<file path="config.mk">
export PLATFORM = sky130hd
export DESIGN_NAME = mem_access_controller_flat
export DESIGN_NICKNAME = d
export VERILOG_FILES = /design/src/rtl/mem_if_pkg.sv /design/src/rtl/mem_access_controller_if.sv /design/src/rtl/mem_latency_counter.sv /design/src/rtl/mem_access_controller.sv /design/src/flat_wrapper.sv
export SDC_FILE = /design/constraint.sdc
export NUM_CORES = 1
export LEC_CHECK = 0
export CORE_ASPECT_RATIO = 0.6
export CORE_MARGIN = 8
export CORE_UTILIZATION = 44
export CTS_CLUSTER_DIAMETER = 150
export DETAILED_ROUTE_END_ITERATION = 8
export HOLD_SLACK_MARGIN = 0.08
export PLACE_DENSITY = 0.87
export SLEW_MARGIN = 0
export SYNTH_ARGS = -nofsm -noshare
export SYNTH_HDL_FRONTEND = slang
export SYNTH_HIERARCHICAL = 1
export SYNTH_SLANG_ARGS = --single-unit
</file>
<file path="constraint.sdc">
create_clock -name clk -period 2.1 [get_ports clk]
set_input_delay 0.42 -clock clk [delete_from_list [all_inputs] [get_ports clk]]
set_output_delay 0.42 -clock clk [all_outputs]
set_load 0.02 [all_outputs]
</file>
<file path="src/rtl/mem_if_pkg.sv">
// Shared definitions for the processor memory-interface initiator: FSM encodings,
// default memory depth, latency counter width and the data returned on a fault.
package mem_if_pkg;

  localparam int MEM_WORDS_DEFAULT = 1024;
  localparam int CNT_W             = 3;      // holds MEM_LATENCY values 1..7
  localparam logic [31:0] FAULT_DATA = 32'h0;

  typedef enum logic {
    F_IDLE,
    F_WAIT
  } fetch_state_e;

  typedef enum logic [1:0] {
    D_IDLE,
    D_READ,
    D_WRITE
  } data_state_e;

endpackage

</file>
<file path="src/rtl/mem_access_controller_if.sv">
// Pipeline-side request/response handshakes of the memory access controller.
// master = pipeline, slave = controller.
interface mem_access_controller_if #(
  parameter int ADDR_W = 32
);
  logic              FetchReqValid;
  logic [ADDR_W-1:0] FetchReqAddr;
  logic              FetchReqReady;
  logic              FetchRspValid;
  logic [31:0]       FetchRspInst;
  logic              FetchFault;

  logic              DataReqValid;
  logic              DataReqWrite;
  logic [ADDR_W-1:0] DataReqAddr;
  logic [31:0]       DataReqWdata;
  logic              DataReqReady;
  logic              DataRspValid;
  logic [31:0]       DataRspRdata;
  logic              DataFault;

  modport master (
    output FetchReqValid, FetchReqAddr,
    input  FetchReqReady, FetchRspValid, FetchRspInst, FetchFault,
    output DataReqValid, DataReqWrite, DataReqAddr, DataReqWdata,
    input  DataReqReady, DataRspValid, DataRspRdata, DataFault
  );

  modport slave (
    input  FetchReqValid, FetchReqAddr,
    output FetchReqReady, FetchRspValid, FetchRspInst, FetchFault,
    input  DataReqValid, DataReqWrite, DataReqAddr, DataReqWdata,
    output DataReqReady, DataRspValid, DataRspRdata, DataFault
  );
endinterface

</file>
<file path="src/rtl/mem_latency_counter.sv">
// Loadable down-counter that stops at zero; zero flags the end of an access wait.
module mem_latency_counter #(
  parameter int W = 3
) (
  input  logic         clk,
  input  logic         rst_n,
  input  logic         load,
  input  logic [W-1:0] load_val,
  input  logic         en,
  output logic         zero
);

  logic [W-1:0] count;

  // NOTE: sequential state is always assigned with <= so every flop samples pre-edge values.
  always_ff @(posedge clk or negedge rst_n) begin
    if (!rst_n) begin
      count <= '0;
    end else if (load) begin
      count <= load_val;
    end else if (en && count != '0) begin
      count <= count - W'(1);
    end
  end

  assign zero = (count == '0);

endmodule

</file>
<file path="src/rtl/mem_access_controller.sv">
// Initiator side of the split instruction/data memory interface: independent fetch
// and load/store channels, fixed access latency, range faults and store forwarding.
module mem_access_controller
  import mem_if_pkg::*;
#(
  parameter int MEM_WORDS   = MEM_WORDS_DEFAULT,
  parameter int MEM_LATENCY = 1,
  parameter int ADDR_W      = 32
) (
  input  logic                    clk,
  input  logic                    rst_n,
  mem_access_controller_if.slave  pipe,
  output logic [ADDR_W-1:0]       InstAdd,
  output logic [ADDR_W-1:0]       DataAdd,
  output logic [31:0]             MemDataContent,
  output logic                    DataReadEn,
  output logic                    DataWriteEn,
  input  logic [31:0]             MemInstOut,
  input  logic [31:0]             MemDataOut
);

  localparam logic [ADDR_W:0]  WORDS_LIM = (ADDR_W+1)'(MEM_WORDS);
  localparam logic [CNT_W-1:0] LAT       = CNT_W'(MEM_LATENCY);

  function automatic logic in_range(input logic [ADDR_W-1:0] a);
    return {1'b0, a} < WORDS_LIM;
  endfunction

  fetch_state_e      f_state;
  data_state_e       d_state;
  logic [ADDR_W-1:0] f_addr, d_addr;
  logic              f_fault, d_fault;
  logic              st_done;
  logic              f_zero, d_zero;

  // Last in-range store; the memory read port does not see a write to an unchanged address.
  logic              ls_valid;
  logic [ADDR_W-1:0] ls_addr;
  logic [31:0]       ls_data;

  logic fetch_accept, data_accept, f_fwd, d_fwd;
  assign fetch_accept = pipe.FetchReqValid && pipe.FetchReqReady;
  assign data_accept  = pipe.DataReqValid && pipe.DataReqReady;
  assign f_fwd        = ls_valid && (ls_addr == f_addr);
  assign d_fwd        = ls_valid && (ls_addr == d_addr);

  mem_latency_counter #(.W(CNT_W)) u_fetch_cnt (
    .clk(clk), .rst_n(rst_n), .load(fetch_accept), .load_val(LAT),
    .en(f_state == F_WAIT), .zero(f_zero)
  );

  mem_latency_counter #(.W(CNT_W)) u_data_cnt (
    .clk(clk), .rst_n(rst_n), .load(data_accept && !pipe.DataReqWrite), .load_val(LAT),
    .en(d_state == D_READ), .zero(d_zero)
  );

  always_ff @(posedge clk or negedge rst_n) begin
    if (!rst_n) begin
      f_state            <= F_IDLE;
      f_addr             <= '0;
      f_fault            <= 1'b0;
      InstAdd            <= '0;
      pipe.FetchReqReady <= 1'b0;
      pipe.FetchRspValid <= 1'b0;
      pipe.FetchRspInst  <= '0;
      pipe.FetchFault    <= 1'b0;
    end else begin
      pipe.FetchRspValid <= 1'b0;
      pipe.FetchFault    <= 1'b0;
      unique case (f_state)
        F_IDLE: begin
          pipe.FetchReqReady <= 1'b1;
          if (fetch_accept) begin
            f_state            <= F_WAIT;
            pipe.FetchReqReady <= 1'b0;
            f_addr             <= pipe.FetchReqAddr;
            f_fault            <= !in_range(pipe.FetchReqAddr);
            if (in_range(pipe.FetchReqAddr)) InstAdd <= pipe.FetchReqAddr;
          end
        end
        F_WAIT: begin
          if (f_zero) begin
            f_state            <= F_IDLE;
            pipe.FetchReqReady <= 1'b1;
            pipe.FetchRspValid <= 1'b1;
            pipe.FetchFault    <= f_fault;
            pipe.FetchRspInst  <= f_fault ? FAULT_DATA : (f_fwd ? ls_data : MemInstOut);
          end
        end
      endcase
    end
  end

  always_ff @(posedge clk or negedge rst_n) begin
    if (!rst_n) begin
      d_state           <= D_IDLE;
      d_addr            <= '0;
      d_fault           <= 1'b0;
      st_done           <= 1'b0;
      DataAdd           <= '0;
      MemDataContent    <= '0;
      DataReadEn        <= 1'b0;
      DataWriteEn       <= 1'b0;
      ls_valid          <= 1'b0;
      ls_addr           <= '0;
      ls_data           <= '0;
      pipe.DataReqReady <= 1'b0;
      pipe.DataRspValid <= 1'b0;
      pipe.DataRspRdata <= '0;
      pipe.DataFault    <= 1'b0;
    end else begin
      pipe.DataRspValid <= 1'b0;
      pipe.DataFault    <= 1'b0;
      case (d_state)
        D_IDLE: begin
          if (st_done) begin
            // Store completion: ready stays low until the response has gone out.
            st_done           <= 1'b0;
            pipe.DataReqReady <= 1'b1;
            pipe.DataRspValid <= 1'b1;
            pipe.DataFault    <= d_fault;
            pipe.DataRspRdata <= FAULT_DATA;
          end else if (data_accept) begin
            pipe.DataReqReady <= 1'b0;
            d_addr            <= pipe.DataReqAddr;
            d_fault           <= !in_range(pipe.DataReqAddr);
            d_state           <= pipe.DataReqWrite ? D_WRITE : D_READ;
            if (in_range(pipe.DataReqAddr)) begin
              DataAdd <= pipe.DataReqAddr;
              if (pipe.DataReqWrite) begin
                MemDataContent <= pipe.DataReqWdata;
                DataWriteEn    <= 1'b1;
                ls_valid       <= 1'b1;
                ls_addr        <= pipe.DataReqAddr;
                ls_data        <= pipe.DataReqWdata;
              end else begin
                DataReadEn <= 1'b1;
              end
            end
          end else begin
            pipe.DataReqReady <= 1'b1;
          end
        end
        D_READ: begin
          if (d_zero) begin
            d_state           <= D_IDLE;
            DataReadEn        <= 1'b0;
            pipe.DataReqReady <= 1'b1;
            pipe.DataRspValid <= 1'b1;
            pipe.DataFault    <= d_fault;
            pipe.DataRspRdata <= d_fault ? FAULT_DATA : (d_fwd ? ls_data : MemDataOut);
          end
        end
        D_WRITE: begin
          d_state     <= D_IDLE;
          DataWriteEn <= 1'b0;
          st_done     <= 1'b1;
        end
        default: d_state <= D_IDLE;
      endcase
    end
  end

endmodule
</file>
<file path="src/flat_wrapper.sv">
// flat-port wrapper written by rule: the top's interface ports become plain ports
module mem_access_controller_flat import mem_if_pkg::*;
#(
  parameter int MEM_WORDS   = MEM_WORDS_DEFAULT,
  parameter int MEM_LATENCY = 1,
  parameter int ADDR_W      = 32
)
  (clk, rst_n, InstAdd, DataAdd, MemDataContent, DataReadEn, DataWriteEn, MemInstOut, MemDataOut, pipe_FetchReqValid, pipe_FetchReqAddr, pipe_FetchReqReady, pipe_FetchRspValid, pipe_FetchRspInst, pipe_FetchFault, pipe_DataReqValid, pipe_DataReqWrite, pipe_DataReqAddr, pipe_DataReqWdata, pipe_DataReqReady, pipe_DataRspValid, pipe_DataRspRdata, pipe_DataFault);
  mem_access_controller_if #(.ADDR_W(ADDR_W)) pipe_i ();
  input  logic clk;
  input  logic rst_n;
  output logic [ADDR_W-1:0] InstAdd;
  output logic [ADDR_W-1:0] DataAdd;
  output logic [31:0] MemDataContent;
  output logic DataReadEn;
  output logic DataWriteEn;
  input  logic [31:0] MemInstOut;
  input  logic [31:0] MemDataOut;
  input wire logic [$bits(pipe_i.FetchReqValid)-1:0] pipe_FetchReqValid;
  input wire logic [$bits(pipe_i.FetchReqAddr)-1:0] pipe_FetchReqAddr;
  output wire logic [$bits(pipe_i.FetchReqReady)-1:0] pipe_FetchReqReady;
  output wire logic [$bits(pipe_i.FetchRspValid)-1:0] pipe_FetchRspValid;
  output wire logic [$bits(pipe_i.FetchRspInst)-1:0] pipe_FetchRspInst;
  output wire logic [$bits(pipe_i.FetchFault)-1:0] pipe_FetchFault;
  input wire logic [$bits(pipe_i.DataReqValid)-1:0] pipe_DataReqValid;
  input wire logic [$bits(pipe_i.DataReqWrite)-1:0] pipe_DataReqWrite;
  input wire logic [$bits(pipe_i.DataReqAddr)-1:0] pipe_DataReqAddr;
  input wire logic [$bits(pipe_i.DataReqWdata)-1:0] pipe_DataReqWdata;
  output wire logic [$bits(pipe_i.DataReqReady)-1:0] pipe_DataReqReady;
  output wire logic [$bits(pipe_i.DataRspValid)-1:0] pipe_DataRspValid;
  output wire logic [$bits(pipe_i.DataRspRdata)-1:0] pipe_DataRspRdata;
  output wire logic [$bits(pipe_i.DataFault)-1:0] pipe_DataFault;
  assign pipe_i.FetchReqValid = pipe_FetchReqValid;
  assign pipe_i.FetchReqAddr = pipe_FetchReqAddr;
  assign pipe_FetchReqReady = pipe_i.FetchReqReady;
  assign pipe_FetchRspValid = pipe_i.FetchRspValid;
  assign pipe_FetchRspInst = pipe_i.FetchRspInst;
  assign pipe_FetchFault = pipe_i.FetchFault;
  assign pipe_i.DataReqValid = pipe_DataReqValid;
  assign pipe_i.DataReqWrite = pipe_DataReqWrite;
  assign pipe_i.DataReqAddr = pipe_DataReqAddr;
  assign pipe_i.DataReqWdata = pipe_DataReqWdata;
  assign pipe_DataReqReady = pipe_i.DataReqReady;
  assign pipe_DataRspValid = pipe_i.DataRspValid;
  assign pipe_DataRspRdata = pipe_i.DataRspRdata;
  assign pipe_DataFault = pipe_i.DataFault;
  mem_access_controller #(.MEM_WORDS(MEM_WORDS), .MEM_LATENCY(MEM_LATENCY), .ADDR_W(ADDR_W)) u_core (.clk(clk), .rst_n(rst_n), .pipe(pipe_i), .InstAdd(InstAdd), .DataAdd(DataAdd), .MemDataContent(MemDataContent), .DataReadEn(DataReadEn), .DataWriteEn(DataWriteEn), .MemInstOut(MemInstOut), .MemDataOut(MemDataOut));
endmodule
</file>
==> metrics.md <==
| Metric | Value |
|---|---|
| Status | `finished, violations left` |
| Failing checks | `setup timing` |
| Worst Skew | `0.0113 ns` |
| RSZ-0062 raised after global routing | `true` |
| Power Dens Cells | `855 mW/mm^2` |
| DRT antenna net count | `0` |
| Min-delay worst type | `in -> reg` |
| Starting Density | `44.3%` |
| Die Y | `145 um` |
| GR Overflow Total | `0` |
| Min-Delay Path Depth | `2` |
| Worst-path clk slew | `0.07 ns` |
| Worst Setup End Kind | `flop` |
| Final wirelength | `44100 um` |
| Most frequent cell after synthesis | `dfrtp_1` |
| Number of synthesized flops with an enable pin | `0` |
| Final Util | `67.2%` |
| Clock Path Buffers | `3` |
| TritonCTS clock tree | `done` |
| Lkg Pwr | `8.55 nW` |
| Core area | `0.0273 sq mm` |
| Number of clock sinks | `277` |
| Crit path required time | `2.51 ns` |
| Vias in the first global route | `10200` |
| Sequential area share after synthesis | `57.2%` |
| First-pass DRT Iterations | `7` |
| Cells after Synth | `988` |
| Wirelength per Cell | `24.2 um` |
| Max cap viols | `0` |
| Global-route wire length before repair | `63800 um` |
| Layout net count | `1603` |
| Main area contributors after synthesis | `dfrtp_1, mux2_2, nor2b_1` |
| WS Path Type | `reg -> reg` |
| Final HPWL DP | `31900 um` |
| Count of state elements after synthesis | `277` |
| Placed inst area | `0.0169 sq mm` |
| Number of remaining DRC errors | `0` |
| Post-synth top area cell | `dfrtp_1` |
| Root buffer cell | `clkbuf_16` |
| Fmax | `424 MHz` |
| Setup TNS | `-10.41 ns` |
| CP max FO | `23` |
| Fin crit share | `112%` |
| Drt via density | `5.61` |
| Initial antenna violation count | `2` |
| Type of origin of the critical path | `flop` |
| H-tree Lvls | `1` |
| Largest net degree at the start of global routing | `66` |
| Final worst slack | `-0.258 ns` |
| Floorplan row count | `47` |
| Final Hold Viols | `0` |
| Final-layout fill cell count | `1924` |
| Post-synth top area share | `57.2%` |
| Vias | `10200` |
| I/O Buffers | `332` |
| Die extent in x | `230 um` |
| Commonest cells post-synth | `dfrtp_1, mux2_2, nor2b_1` |
| Synth cell types | `39` |
| Final Setup Violations | `64` |
| Async SR Flop Fraction | `100%` |
| Die ar. | `0.0333 sq mm` |
| Total GRT Usage | `24.7%` |
| CTS buffer count | `26` |
| Area growth syn-to-layout | `51.6%` |
| Period minus WS final | `2.36 ns` |
| Ports | `333` |
| Crit-path slowest cell | `or3_4` |
| Mapped Area | `0.0121 sq mm` |
| Avg Cell Area, Syn | `12.3 sq um` |
| Crit-path cells | `xor2_1, nor4_1, buf_4, nand4_1, or3_4, buf_12, a311o_1` |
| R2R cell count | `7` |
| Clk_lat worst skew | `0.54 ns` |
| Iteration-0 DRC Markers | `1073` |
| Worst slew pin tran | `0.580 ns` |
| Layout cells sized above 1 | `25.2%` |
| Critical Path AT | `2.77 ns` |
| Top FF cell, synth | `dfrtp_1` |
| Pins Over Slew Limit | `0` |
| Max VDD drop | `0.576 mV` |
| Gpl congestion | `0.891` |
| Max incr delay on CP | `0.42 ns` |
| Max_slew headroom | `61.3%` |
| Final instance area | `0.0184 sq mm` |
| Yosys warning count | `6` |
## per-stage QoR
stage	setup slack (ns)	hold WS (ns)	cells	power, mW
after global placement	-0.604	0.406	1751	10.2
after global routing	-0.311	0.181	1821	16.4
after floorplan	0.00533	0.124	992	8.76
after CTS	-0.193	0.430	1808	15.7
after detailed placement	-0.644	0.412	1751	10.4
final	-0.258	0.199	1822	15.7
## critical path, delay by kind of cell (launching register included)
kind	cells	cell delay, ns
buf+inv	2	0.36
xor+xnor	1	0.15
compound gates	1	0.36
simple gates	3	0.94
flops	1	0.41
## cell families after synthesis
group | count (synthesis) | share of synthesized area [%]
other | 2 | 0.0619
xor gates and xnor gates | 61 | 4.41
buffers and inverters | 92 | 3.24
DFF | 277 | 57.2
muxes | 126 | 11.7
and+or+nand+nor | 308 | 14.8
adders and majority gates | 4 | 0.413
AOI/OAI and AO/OA | 118 | 8.17
## final timing paths
check / startpoint / end / slack [ns]
worst max-delay path: u_core/ls_addr[15]$_DFFE_PN0P_ / u_core/pipe.DataRspRdata[3]$_DFFE_PN0P_ / -0.26
worst min-delay path: pipe_DataReqAddr[18] / u_core/d_addr[18]$_DFFE_PN0P_ / 0.20
worst max register to register: u_core/ls_addr[15]$_DFFE_PN0P_ / u_core/pipe.DataRspRdata[3]$_DFFE_PN0P_ / -0.26
worst min register to register: u_core/d_fault$_DFFE_PN0P_ / u_core/d_fault$_DFFE_PN0P_ / 0.50
max in group asynchronous: rst_n / u_core/d_addr[27]$_DFFE_PN0P_ / 0.85
min in group asynchronous: rst_n / u_core/InstAdd[12]$_DFFE_PN0P_ / 0.43
## flip-flops by register name (all words and copies together), names as in the netlist, 3 cells and up
signal	flops
u_core/InstAdd	32
u_core/f_addr	32
u_core/pipe.DataRspRdata	32
u_core/DataAdd	32
u_core/u_data_cnt/count	3
u_core/ls_addr	32
u_core/pipe.FetchRspInst	32
u_core/u_fetch_cnt/count	3
u_core/d_addr	32
u_core/ls_data	32
## per-layer routing
metal	share of wire [%]	wire length (um)	GRT usage, %	vias to the layer above
li1	-	-	-	4482
met1	44	19200	35.7	5124
met2	44	19500	37.0	530
met3	9.4	4160	6.21	82
met4	2.8	1250	5.85	2
met5	0.018	8	0	-
## layout by cell type (no fill, tap or decap), drive strengths merged, types with 2 or more instances in the layout
cell / count
clkdlybuf4s50: 305
dfrtp: 277
buf: 152
mux2: 126
nor2b: 70
nor4: 51
nand2: 44
clkbuf: 42
nand3: 36
and2: 36
and3: 34
a221o: 33
a31oi: 33
a311o: 32
xor2: 31
xnor2: 30
inv: 17
dlymetal6s2s: 14
dlygate4sd2: 12
nand4: 9
nor2: 8
or4b: 6
conb: 6
clkinv: 6
bufinv: 4
o21ai: 4
a21oi: 4
o311ai: 4
ha: 4
nand2b: 4
nor3: 4
or4: 3
o21a: 2
o22ai: 2
or2: 2
o211ai: 2
## final cells by class
class	instances	area [sq um]	share of cell area (%)
timing repair buffer	490	4930	26.8
clock inverter	12	170	0.926
antenna	1	2.50	0.0136
tap	367	459	2.50
sequential	277	6930	37.7
clock buffer	36	790	4.30
inverter	16	60.1	0.327
multi-input combinational	623	5040	27.4
## power by group
group,switching (mW),internal [mW]
clock network,2.10,3.13
logic,1.71,1.95
registers,0.700,6.13
## what timing repair did
action	in CTS	in global routing
buffers inserted	7	6
hold buffers	1	0
endpoints found under the hold margin	50	0
gates resized for setup	23	44
pin swaps	5	14
setup endpoints to repair	126	154
cloned	1	8
Power figures use the tool's default switching activity.
